File: src/rtl/axis_mux_pkg.sv
// Shared widths, beat layout and lane-index helpers for the packet-level AXI-Stream dispatcher.
package axis_mux_pkg;

  localparam int AXIS_DATA_WIDTH = 32;
  localparam int AXIS_KEEP_WIDTH = AXIS_DATA_WIDTH / 8;
  localparam int AXIS_NUM_LANES  = 2;

  // Index width for a lane count; a single lane still needs one bit to name it.
  function automatic int lane_idx_width(input int lanes);
    return (lanes > 1) ? $clog2(lanes) : 1;
  endfunction

  localparam int AXIS_LANE_IDX_W = lane_idx_width(AXIS_NUM_LANES);

  typedef struct packed {
    logic [AXIS_DATA_WIDTH-1:0] data;
    logic [AXIS_KEEP_WIDTH-1:0] keep;
    logic                       last;
  } axis_beat_t;

endpackage

File: src/rtl/axis_lane_fifo.sv
// First-word-fall-through beat buffer for one RX lane; writes while full are silently dropped
// unless a read frees the slot on the same edge.
module axis_lane_fifo
  import axis_mux_pkg::*;
#(
  parameter int WIDTH = $bits(axis_beat_t),
  parameter int DEPTH = 16
) (
  input  logic             clk,
  input  logic             rst_n,
  input  logic             wr_en,
  input  logic [WIDTH-1:0] wr_data,
  input  logic             rd_en,
  output logic [WIDTH-1:0] rd_data,
  output logic             empty
);

  localparam int AW = $clog2(DEPTH);

  logic [WIDTH-1:0] mem [DEPTH];
  logic [AW:0]      wr_ptr;
  logic [AW:0]      rd_ptr;
  logic             full;
  logic             do_wr;
  logic             do_rd;

  // The extra pointer bit separates full from empty when the address bits match.
  assign empty   = (wr_ptr == rd_ptr);
  assign full    = (wr_ptr[AW] != rd_ptr[AW]) && (wr_ptr[AW-1:0] == rd_ptr[AW-1:0]);
  assign do_rd   = rd_en && !empty;
  assign do_wr   = wr_en && (!full || do_rd);
  assign rd_data = mem[rd_ptr[AW-1:0]];

  always_ff @(posedge clk or negedge rst_n) begin
    if (!rst_n) begin
      wr_ptr <= '0;
      rd_ptr <= '0;
    end else begin
      if (do_wr) wr_ptr <= wr_ptr + 1'b1;
      if (do_rd) rd_ptr <= rd_ptr + 1'b1;
    end
  end

  always_ff @(posedge clk) begin
    if (do_wr) mem[wr_ptr[AW-1:0]] <= wr_data;
  end

endmodule

File: src/rtl/axis_toplevel_mux.sv
// Packet dispatcher: buffers each RX lane and locks every TX lane to one RX lane for a whole
// packet, allocating idle TX lanes round-robin in ascending lane order.
module axis_toplevel_mux
  import axis_mux_pkg::*;
#(
  parameter int NUM_RX_LANES = 2,
  parameter int NUM_TX_LANES = 2,
  parameter int DATA_WIDTH   = AXIS_DATA_WIDTH,
  parameter int KEEP_WIDTH   = AXIS_KEEP_WIDTH,
  parameter int FIFO_DEPTH   = 16
) (
  input  logic                  clk,
  input  logic                  rst_n,
  input  logic                  rx_axis_tvalid [NUM_RX_LANES-1:0],
  input  logic [DATA_WIDTH-1:0] rx_axis_tdata  [NUM_RX_LANES-1:0],
  input  logic                  rx_axis_tlast  [NUM_RX_LANES-1:0],
  input  logic [KEEP_WIDTH-1:0] rx_axis_tkeep  [NUM_RX_LANES-1:0],
  input  logic                  tx_axis_tready [NUM_TX_LANES-1:0],
  output logic                  tx_axis_tvalid [NUM_TX_LANES-1:0],
  output logic [DATA_WIDTH-1:0] tx_axis_tdata  [NUM_TX_LANES-1:0],
  output logic                  tx_axis_tlast  [NUM_TX_LANES-1:0],
  output logic [KEEP_WIDTH-1:0] tx_axis_tkeep  [NUM_TX_LANES-1:0]
);

  localparam int RXW    = lane_idx_width(NUM_RX_LANES);
  localparam int BEAT_W = DATA_WIDTH + KEEP_WIDTH + 1;

  logic [BEAT_W-1:0]       head [NUM_RX_LANES];
  logic [NUM_RX_LANES-1:0] fifo_empty;
  logic [NUM_RX_LANES-1:0] fifo_pop;

  logic [NUM_TX_LANES-1:0] busy, busy_nxt;
  logic [NUM_TX_LANES-1:0] cool, cool_nxt;
  logic [RXW-1:0]          grant_idx     [NUM_TX_LANES];
  logic [RXW-1:0]          grant_idx_nxt [NUM_TX_LANES];
  logic [RXW-1:0]          rr_ptr        [NUM_TX_LANES];
  logic [RXW-1:0]          rr_ptr_nxt    [NUM_TX_LANES];

  for (genvar i = 0; i < NUM_RX_LANES; i++) begin : g_rx
    axis_lane_fifo #(
      .WIDTH (BEAT_W),
      .DEPTH (FIFO_DEPTH)
    ) u_fifo (
      .clk     (clk),
      .rst_n   (rst_n),
      .wr_en   (rx_axis_tvalid[i]),
      .wr_data ({rx_axis_tdata[i], rx_axis_tkeep[i], rx_axis_tlast[i]}),
      .rd_en   (fifo_pop[i]),
      .rd_data (head[i]),
      .empty   (fifo_empty[i])
    );
  end

  // A granted lane shows its FIFO head; anything else drives zeros.
  always_comb begin
    for (int j = 0; j < NUM_TX_LANES; j++) begin
      tx_axis_tvalid[j] = 1'b0;
      tx_axis_tdata[j]  = '0;
      tx_axis_tkeep[j]  = '0;
      tx_axis_tlast[j]  = 1'b0;
      if (busy[j] && !fifo_empty[grant_idx[j]]) begin
        tx_axis_tvalid[j] = 1'b1;
        {tx_axis_tdata[j], tx_axis_tkeep[j], tx_axis_tlast[j]} = head[grant_idx[j]];
      end
    end
  end

  always_comb begin
    fifo_pop = '0;
    for (int j = 0; j < NUM_TX_LANES; j++) begin
      if (tx_axis_tvalid[j] && tx_axis_tready[j]) fifo_pop[grant_idx[j]] = 1'b1;
    end
  end

  // Release on tlast handshake, then sit out one cycle so a waiting peer gets the next packet.
  // Idle lanes claim ungranted non-empty FIFOs in ascending TX order, each from its own pointer.
  always_comb begin
    logic [NUM_RX_LANES-1:0] avail;
    logic [RXW-1:0]          cand;
    logic                    found;

    avail         = ~fifo_empty;
    busy_nxt      = busy;
    cool_nxt      = '0;
    grant_idx_nxt = grant_idx;
    rr_ptr_nxt    = rr_ptr;
    cand          = '0;
    found         = 1'b0;

    for (int j = 0; j < NUM_TX_LANES; j++) begin
      if (busy[j]) avail[grant_idx[j]] = 1'b0;
    end

    for (int j = 0; j < NUM_TX_LANES; j++) begin
      if (busy[j]) begin
        if (tx_axis_tvalid[j] && tx_axis_tready[j] && tx_axis_tlast[j]) begin
          busy_nxt[j] = 1'b0;
          cool_nxt[j] = 1'b1;
        end
      end else if (!cool[j]) begin
        found = 1'b0;
        for (int k = 0; k < NUM_RX_LANES; k++) begin
          cand = RXW'((int'(rr_ptr[j]) + k) % NUM_RX_LANES);
          if (!found && avail[cand]) begin
            found            = 1'b1;
            busy_nxt[j]      = 1'b1;
            grant_idx_nxt[j] = cand;
            rr_ptr_nxt[j]    = RXW'((int'(cand) + 1) % NUM_RX_LANES);
            avail[cand]      = 1'b0;
          end
        end
      end
    end
  end

  always_ff @(posedge clk or negedge rst_n) begin
    if (!rst_n) begin
      busy      <= '0;
      cool      <= '0;
      grant_idx <= '{default: '0};
      rr_ptr    <= '{default: '0};
    end else begin
      busy      <= busy_nxt;
      cool      <= cool_nxt;
      grant_idx <= grant_idx_nxt;
      rr_ptr    <= rr_ptr_nxt;
    end
  end

endmodule

File: config.mk
export PLATFORM = sky130hd
export DESIGN_NAME = axis_toplevel_mux
export DESIGN_NICKNAME = d
export VERILOG_FILES = /design/src/rtl/axis_mux_pkg.sv /design/src/rtl/axis_lane_fifo.sv /design/src/rtl/axis_toplevel_mux.sv
export SDC_FILE = /design/constraint.sdc
export NUM_CORES = 1
export LEC_CHECK = 0
export BUFFER_PORTS_ARGS = -buffer_cell sky130_fd_sc_hd__buf_2
export CELL_PAD_IN_SITES_DETAIL_PLACEMENT = 2
export CELL_PAD_IN_SITES_GLOBAL_PLACEMENT = 2
export CORE_ASPECT_RATIO = 1.5
export CORE_MARGIN = 2
export CORE_UTILIZATION = 50
export DETAILED_ROUTE_END_ITERATION = 7
export PLACE_DENSITY_LB_ADDON = 0.12
export SLEW_MARGIN = 20
export SYNTH_ARGS = -nofsm -noshare
export SYNTH_HDL_FRONTEND = slang
export SYNTH_SLANG_ARGS = --single-unit
File: constraint.sdc
create_clock -name clk -period 10.78 [get_ports clk]
set_input_delay 1.078 -clock clk [delete_from_list [all_inputs] [get_ports clk]]
set_output_delay 1.078 -clock clk [all_outputs]
set_load 0.01 [all_outputs]
==> results of run 1 <==
==> layout by cell type, fill, tap and decap left out, types with 6 or more instances in the layout <==
cell type     n
edfxtp_1   1184
mux4_2      332
buf_2       155
mux2i_1     114
clkbuf_16   113
nor2_1       80
buf_4        53
a21oi_1      46
nor2b_1      37
a211oi_1     36
nand2_1      28
clkinv_2     25
nor2_4       24
clkbuf_1     23
xnor2_1      21
dfrtp_1      20
clkinv_1     17
bufinv_16    15
ha_1         12
inv_1         9
o21ai_0       9
diode_2       8
nand4_1       7
dfrtp_4       7
nand3_1       6
==> how the worst max path moves through the flow <==
stage / from / to / slack [ns] / cells after the start
6_report: g_rx[0].u_fifo.rd_ptr[0] / tx_axis_tdata[41] / 4.80 / 7
5_1_grt: g_rx[0].u_fifo.rd_ptr[0] / tx_axis_tdata[10] / 4.44 / 7
4_1_cts: g_rx[0].u_fifo.rd_ptr[0] / tx_axis_tdata[41] / 4.66 / 7
3_5_place_dp: g_rx[0].u_fifo.rd_ptr[0] / tx_axis_tdata[10] / 5.51 / 7
3_3_place_gp: g_rx[0].u_fifo.rd_ptr[0] / tx_axis_tdata[10] / 5.65 / 7
2_1_floorplan: tx_axis_tready[1] / g_rx[0].u_fifo.mem[3][0] / 5.88 / 6
==> power by group <==
part | leakage (nW) | internal, mW | switching, mW | total [mW]
Combinational | 4.55 | 2.09 | 3.07 | 5.16
Sequential | 11.0 | 5.70 | 0.388 | 6.09
Clock | 1.80 | 2.30 | 1.84 | 4.14
==> per-layer routing <==
layer	global-route usage, %	share of wire (%)	wire length, µm
met1	36.20	37	53120
met2	54.40	54	77730
met3	4.640	5.2	7438
met4	9.519	3.1	4355
met5	0	0.050	71
==> worst register-to-register path: cells and delay by family, from the launching register on <==
family / cells / cell delay [ns]
DFF: 1 / 0.89
xor gates and xnor gates: 1 / 0.19
and+or+nand+nor: 3 / 1.14
AOI/OAI and AO/OA: 1 / 0.38
buffers and inverters: 2 / 1.30
==> layout make-up <==
cell class              instances  area share [%]
diodes                          8         0.03729
clock buffers                 139           5.505
clock inverters                67           1.343
inverters                      11         0.07692
multi-input cells             797           20.29
flip-flops and latches       1212           67.59
well taps                    1260           2.937
repair buffers                209           2.224
==> sequential cells by signal (all words and copies together), names as in the netlist <==
register / cells
g_rx.u_fifo.rd_ptr: 10
busy: 2
g_rx.u_fifo.mem: 1184
rr_ptr: 2
cool: 2
g_rx.u_fifo.wr_ptr: 10
grant_idx: 2
==> cells by family after synthesis <==
group | synth area share (%)
compound gates | 1.458
xor+xnor | 0.4789
fa+ha+maj | 0.3157
buf+inv | 1.416
flops | 76.24
mux | 18.17
simple gates | 1.918
==> per-stage QoR <==
step           cell area [µm²]  total power, mW
2_1_floorplan            47550            9.327
3_3_place_gp             49990            10.95
3_5_place_dp             49990            11.29
4_1_cts                  53660            15.52
5_1_grt                  53670            15.93
6_report                 53680            15.38
==> metrics.cfg, run 1 <==
[status]
status=complete, no violations

[placed_design]
dp_hpwl_um=77610
port_buffers=155
gp_congestion=0.7429
place_inst=3489
preCtsSetupSlack_ns=5.513

[cts]
cts_hold_buf=0
post_cts_buffers=0
cts-root-buf=clkbuf_16
h-tree-depth=3
cts_made_buffers=111
clk_pin_slew_ns=0.07
post_cts_resized=0
cts_buffer_depth=3
clk_latency_ns=0.73
cts_sinks=1212
cts_tree=built

[global_routing]
overflow=0
grt_pass1_wl_um=203600
grt_max_degree=81
grt_pass1_vias=26518
antenna_found_initial=17
grtUsageTotal_pct=29.75

[floorplan]
ios=156
die_w_um=255.8
fp.dieH_um=381.7
die_area_um2=97640
core_um2=94280
rows=138
start_util_pct=50.44

[synthesis]
yosysSeqAreaShare_pct=76.24
syn_inst=2144
synth_nets=2236
synth_commonest_cells=1184 x edfxtp_1, 332 x mux4_2, 114 x mux2i_1
ys_async_sr_fraction_pct=2.310
synth_area_leader_cell=edfxtp_1
ys_ff_latch=1212
synth.distinct_cells=40
synth_edf_count=1184
netlist_area_um2=47550
synthFlopType=edfxtp_1
yosysMostFrequentCell=edfxtp_1
synth_top_cell_area_share_pct=74.77
yosys_warnings=0
yosys-top-cells-area=edfxtp_1 75%, mux4_2 16%, mux2i_1 2.4%
synth_area_per_cell_um2=22.18

[pwr]
cellPowerDensity_nw_per_um2=286.5
ir_drop_v=0.0002366
leakage_nw=17.38

[sta]
tightest_slew_ns=1.128
hold_violations=0
grt_setup_unrepaired=no
skew_ns=0.02374
setup_tns_ns=0
setup_viol=0
achievable-frequency_mhz=167.2
slew_headroom_pct=24.81
fin_crit_sh_pct=55.48
layout_setup_ws_ns=4.799
hold_slack_ns=0.4534
slew_violations=0
fin_crit_ns=5.981

[detailed_routing]
dr.pass1.iters=5
drt_iter0_drc=2179
routed_via_density=6.311
num_vias=23370
drt-total-wl_um=142700
ant_nets=0
drc=0
wl_per_cell_um=38.54

[job]
maxCapViolCount=0

[final_layout]
fillers=7737
drive_gt1_share_pct=31.05
regArea_um2=36280
final_core_util_pct=56.94
layout.cells.non_filler=3703
syn_to_final_growth_pct=12.89
finish.net_count=2434
multiInputGateArea_um2=10890

[setup_path]
worstPathArrival_ns=4.90
rr_worst_depth=7
reg2reg_slack_ns=6.48
required_ns=9.70
endpoint_kind=primary output
cp_max_fo=39
worst_setup_path_start_kind=flop
r2r-end=g_rx[1].u_fifo.mem[5][31]
timing.rr.start=g_rx[1].u_fifo.rd_ptr[0]
crit_type=flop to primary output
path_buf_inv=3
max_stage_delay_ns=0.97
crit_slowest_cell=dfrtp_4
crit_chain=buf_4, buf_4, mux4_2, mux4_2, mux2i_1, nor2_1, buf_2
path_delay_family=buffers and inverters

[hold_path]
hp-class=input pin to async pin

No activity file was read; power rests on OpenSTA's default activity.
==> run 2: changes to the inputs <==
--- a/config.mk
+++ b/config.mk
@@ -10,7 +10,7 @@
 export CELL_PAD_IN_SITES_GLOBAL_PLACEMENT = 2
 export CORE_ASPECT_RATIO = 1.5
 export CORE_MARGIN = 2
-export CORE_UTILIZATION = 50
+export CORE_UTILIZATION = 45
 export DETAILED_ROUTE_END_ITERATION = 7
 export PLACE_DENSITY_LB_ADDON = 0.12
 export SLEW_MARGIN = 20
==> constraint.sdc (replaced) <==
create_clock -name clk -period 5 [get_ports clk]
set_input_delay 0.5 -clock clk [delete_from_list [all_inputs] [get_ports clk]]
set_output_delay 0.5 -clock clk [all_outputs]
set_load 0.01 [all_outputs]
==> metrics.cfg, run 2 (synthesized netlist as in run 1, its figures left out) <==
[status]
status=complete, no violations

[cts]
clk_latency_ns=0.73
post_cts_resized=0
cts_made_buffers=116
cts-root-buf=clkbuf_16
cts_tree=built
cts_sinks=1212
cts_buffer_depth=3
h-tree-depth=3
clk_pin_slew_ns=0.07

[floorplan]
core_um2=105200
die_w_um=269.4
fp.dieH_um=402.1
ios=156
rows=146
die_area_um2=108300
start_util_pct=45.19

[sta]
tightest_slew_ns=0.9641
fin_crit_sh_pct=85.31
fin_crit_ns=4.266
hold_violations=0
slew_violations=0
slew_headroom_pct=35.73
setup_viol=0
skew_ns=0.03360
setup_tns_ns=0
achievable-frequency_mhz=234.4
grt_setup_unrepaired=no

[setup_path]
crit_chain=xnor2_1, nand4_1, nor2_1, nor2_1, o21ai_4, buf_12, nor2_1, buf_2
path_buf_inv=2
reg2reg_slack_ns=1.71
r2r-end=g_rx[0].u_fifo.mem[10][26]
worst_setup_path_start_kind=flop
critPathLaunch=g_rx[1].u_fifo.rd_ptr[1]
worstPathArrival_ns=3.77
max_stage_delay_ns=0.82
required_ns=4.50
timing.rr.start=g_rx[0].u_fifo.rd_ptr[1]
crit_type=flop to primary output
endpoint=tx_axis_tdata[52]
critical_path_depth=8
path_delay_family=simple AND/OR/NAND/NOR gates
cp_max_fo=39
rr_worst_depth=6
crit_top_cell=nor2_1
endpoint_kind=primary output
crit_slowest_cell=dfrtp_4

[pwr]
leakage_nw=17.59
power.total_mw=33.10
ir_drop_v=0.0004008
cellPowerDensity_nw_per_um2=609.1

[detailed_routing]
wl_per_cell_um=34.26
routed_via_density=5.898
highest-signal-layer=met5
drc=0
drt_iter0_drc=1865
ant_nets=0
num_vias=22830
drt-total-wl_um=132600
wl_met3_um=5849
wl_met1_um=51030
wl_met2_um=71990
dr.pass1.iters=6

[job]
maxCapViolCount=0

[hold_path]
whs_path_depth=3
hp-class=input pin to flop

[final_layout]
syn_to_final_growth_pct=14.28
final_core_util_pct=51.65
largest_reg_flops=1184
layout.cells.non_filler=3871
final_common_cell=edfxtp_1
drive_gt1_share_pct=31.72
final_area_um2=54340
finish.net_count=2456
layout_common_cells=1184 x edfxtp_1, 332 x mux4_2, 155 x buf_2

[global_routing]
grt_pass1_vias=25914
antenna_found_initial=16
grtUsageTotal_pct=24.80
grt_max_degree=88
grt_pass1_wl_um=190700
overflow=0

[placed_design]
place_area_um2=50480
place_inst=3651
port_buffers=155
gp_congestion=0.7531
dp_hpwl_um=77490

run 2: cell count changes in the layout (fill, tap and decap cells not counted), sizes merged:
cell         before  now
dlygate4sd3       0    1
bufinv           15   16
clkinv           43   53
buf             209  225
inv              15   14
clkbuf          139  137
diode             8    3
clkinvlp          5    7
run 2: how the worst min path moves through the flow:
stage,start,end
2_1_floorplan,rst_n,busy[0]
3_5_place_dp,g_rx[1].u_fifo.wr_ptr[4],g_rx[1].u_fifo.wr_ptr[4]
5_1_grt,tx_axis_tready[1],busy[1]
4_1_cts,tx_axis_tready[1],busy[1]
6_report,tx_axis_tready[1],busy[1]
3_3_place_gp,g_rx[1].u_fifo.wr_ptr[4],g_rx[1].u_fifo.wr_ptr[4]
run 2: cell type report:
cell class | instances | area [µm²]
flip-flops and latches | 1212 | 36280
diodes | 3 | 7.507
fillers | 9080 | 50880
clock inverters | 79 | 847.1
inverters | 11 | 41.29
repair buffers | 226 | 1536
clock buffers | 137 | 3003
well taps | 1406 | 1759
multi-input cells | 797 | 10870
run 2: timing repair:
action / in CTS / in global routing
hold buffers: 1 / 0
endpoints found under the hold margin: 28 / 0
setup buffers: 0 / 0
run 2: layer usage:
layer,track usage [%],up-vias
li1,-,9398
met1,30.37,12582
met5,0,-
met2,45.18,630
met3,3.551,210
met4,8.109,10
run 2: worst reg2reg max path, delay by kind of cell, from the launching register on:
kind | cells | cell delay (ns)
AND/OR/NAND/NOR | 3 | 1.28
flip-flops | 1 | 0.77
buffers and inverters | 1 | 0.40
AO/OA/AOI/OAI | 1 | 0.36
XOR/XNOR | 1 | 0.18
run 2: where the power goes:
| part | total (mW) | internal, mW | switching, mW |
|---|---|---|---|
| clock | 9.06 | 5.12 | 3.94 |
| sequential | 13.0 | 12.3 | 0.734 |
| combinational | 11.0 | 4.61 | 6.41 |
run 2: metrics by stage:
step / setup WS (ns) / hold slack, ns
2_1_floorplan: 0.6286 / 0.2044
3_3_place_gp: 1.535 / 0.4749
3_5_place_dp: 1.414 / 0.4822
4_1_cts: 0.6201 / 0.04913
5_1_grt: 0.4691 / 0.1023
6_report: 0.7345 / 0.09496
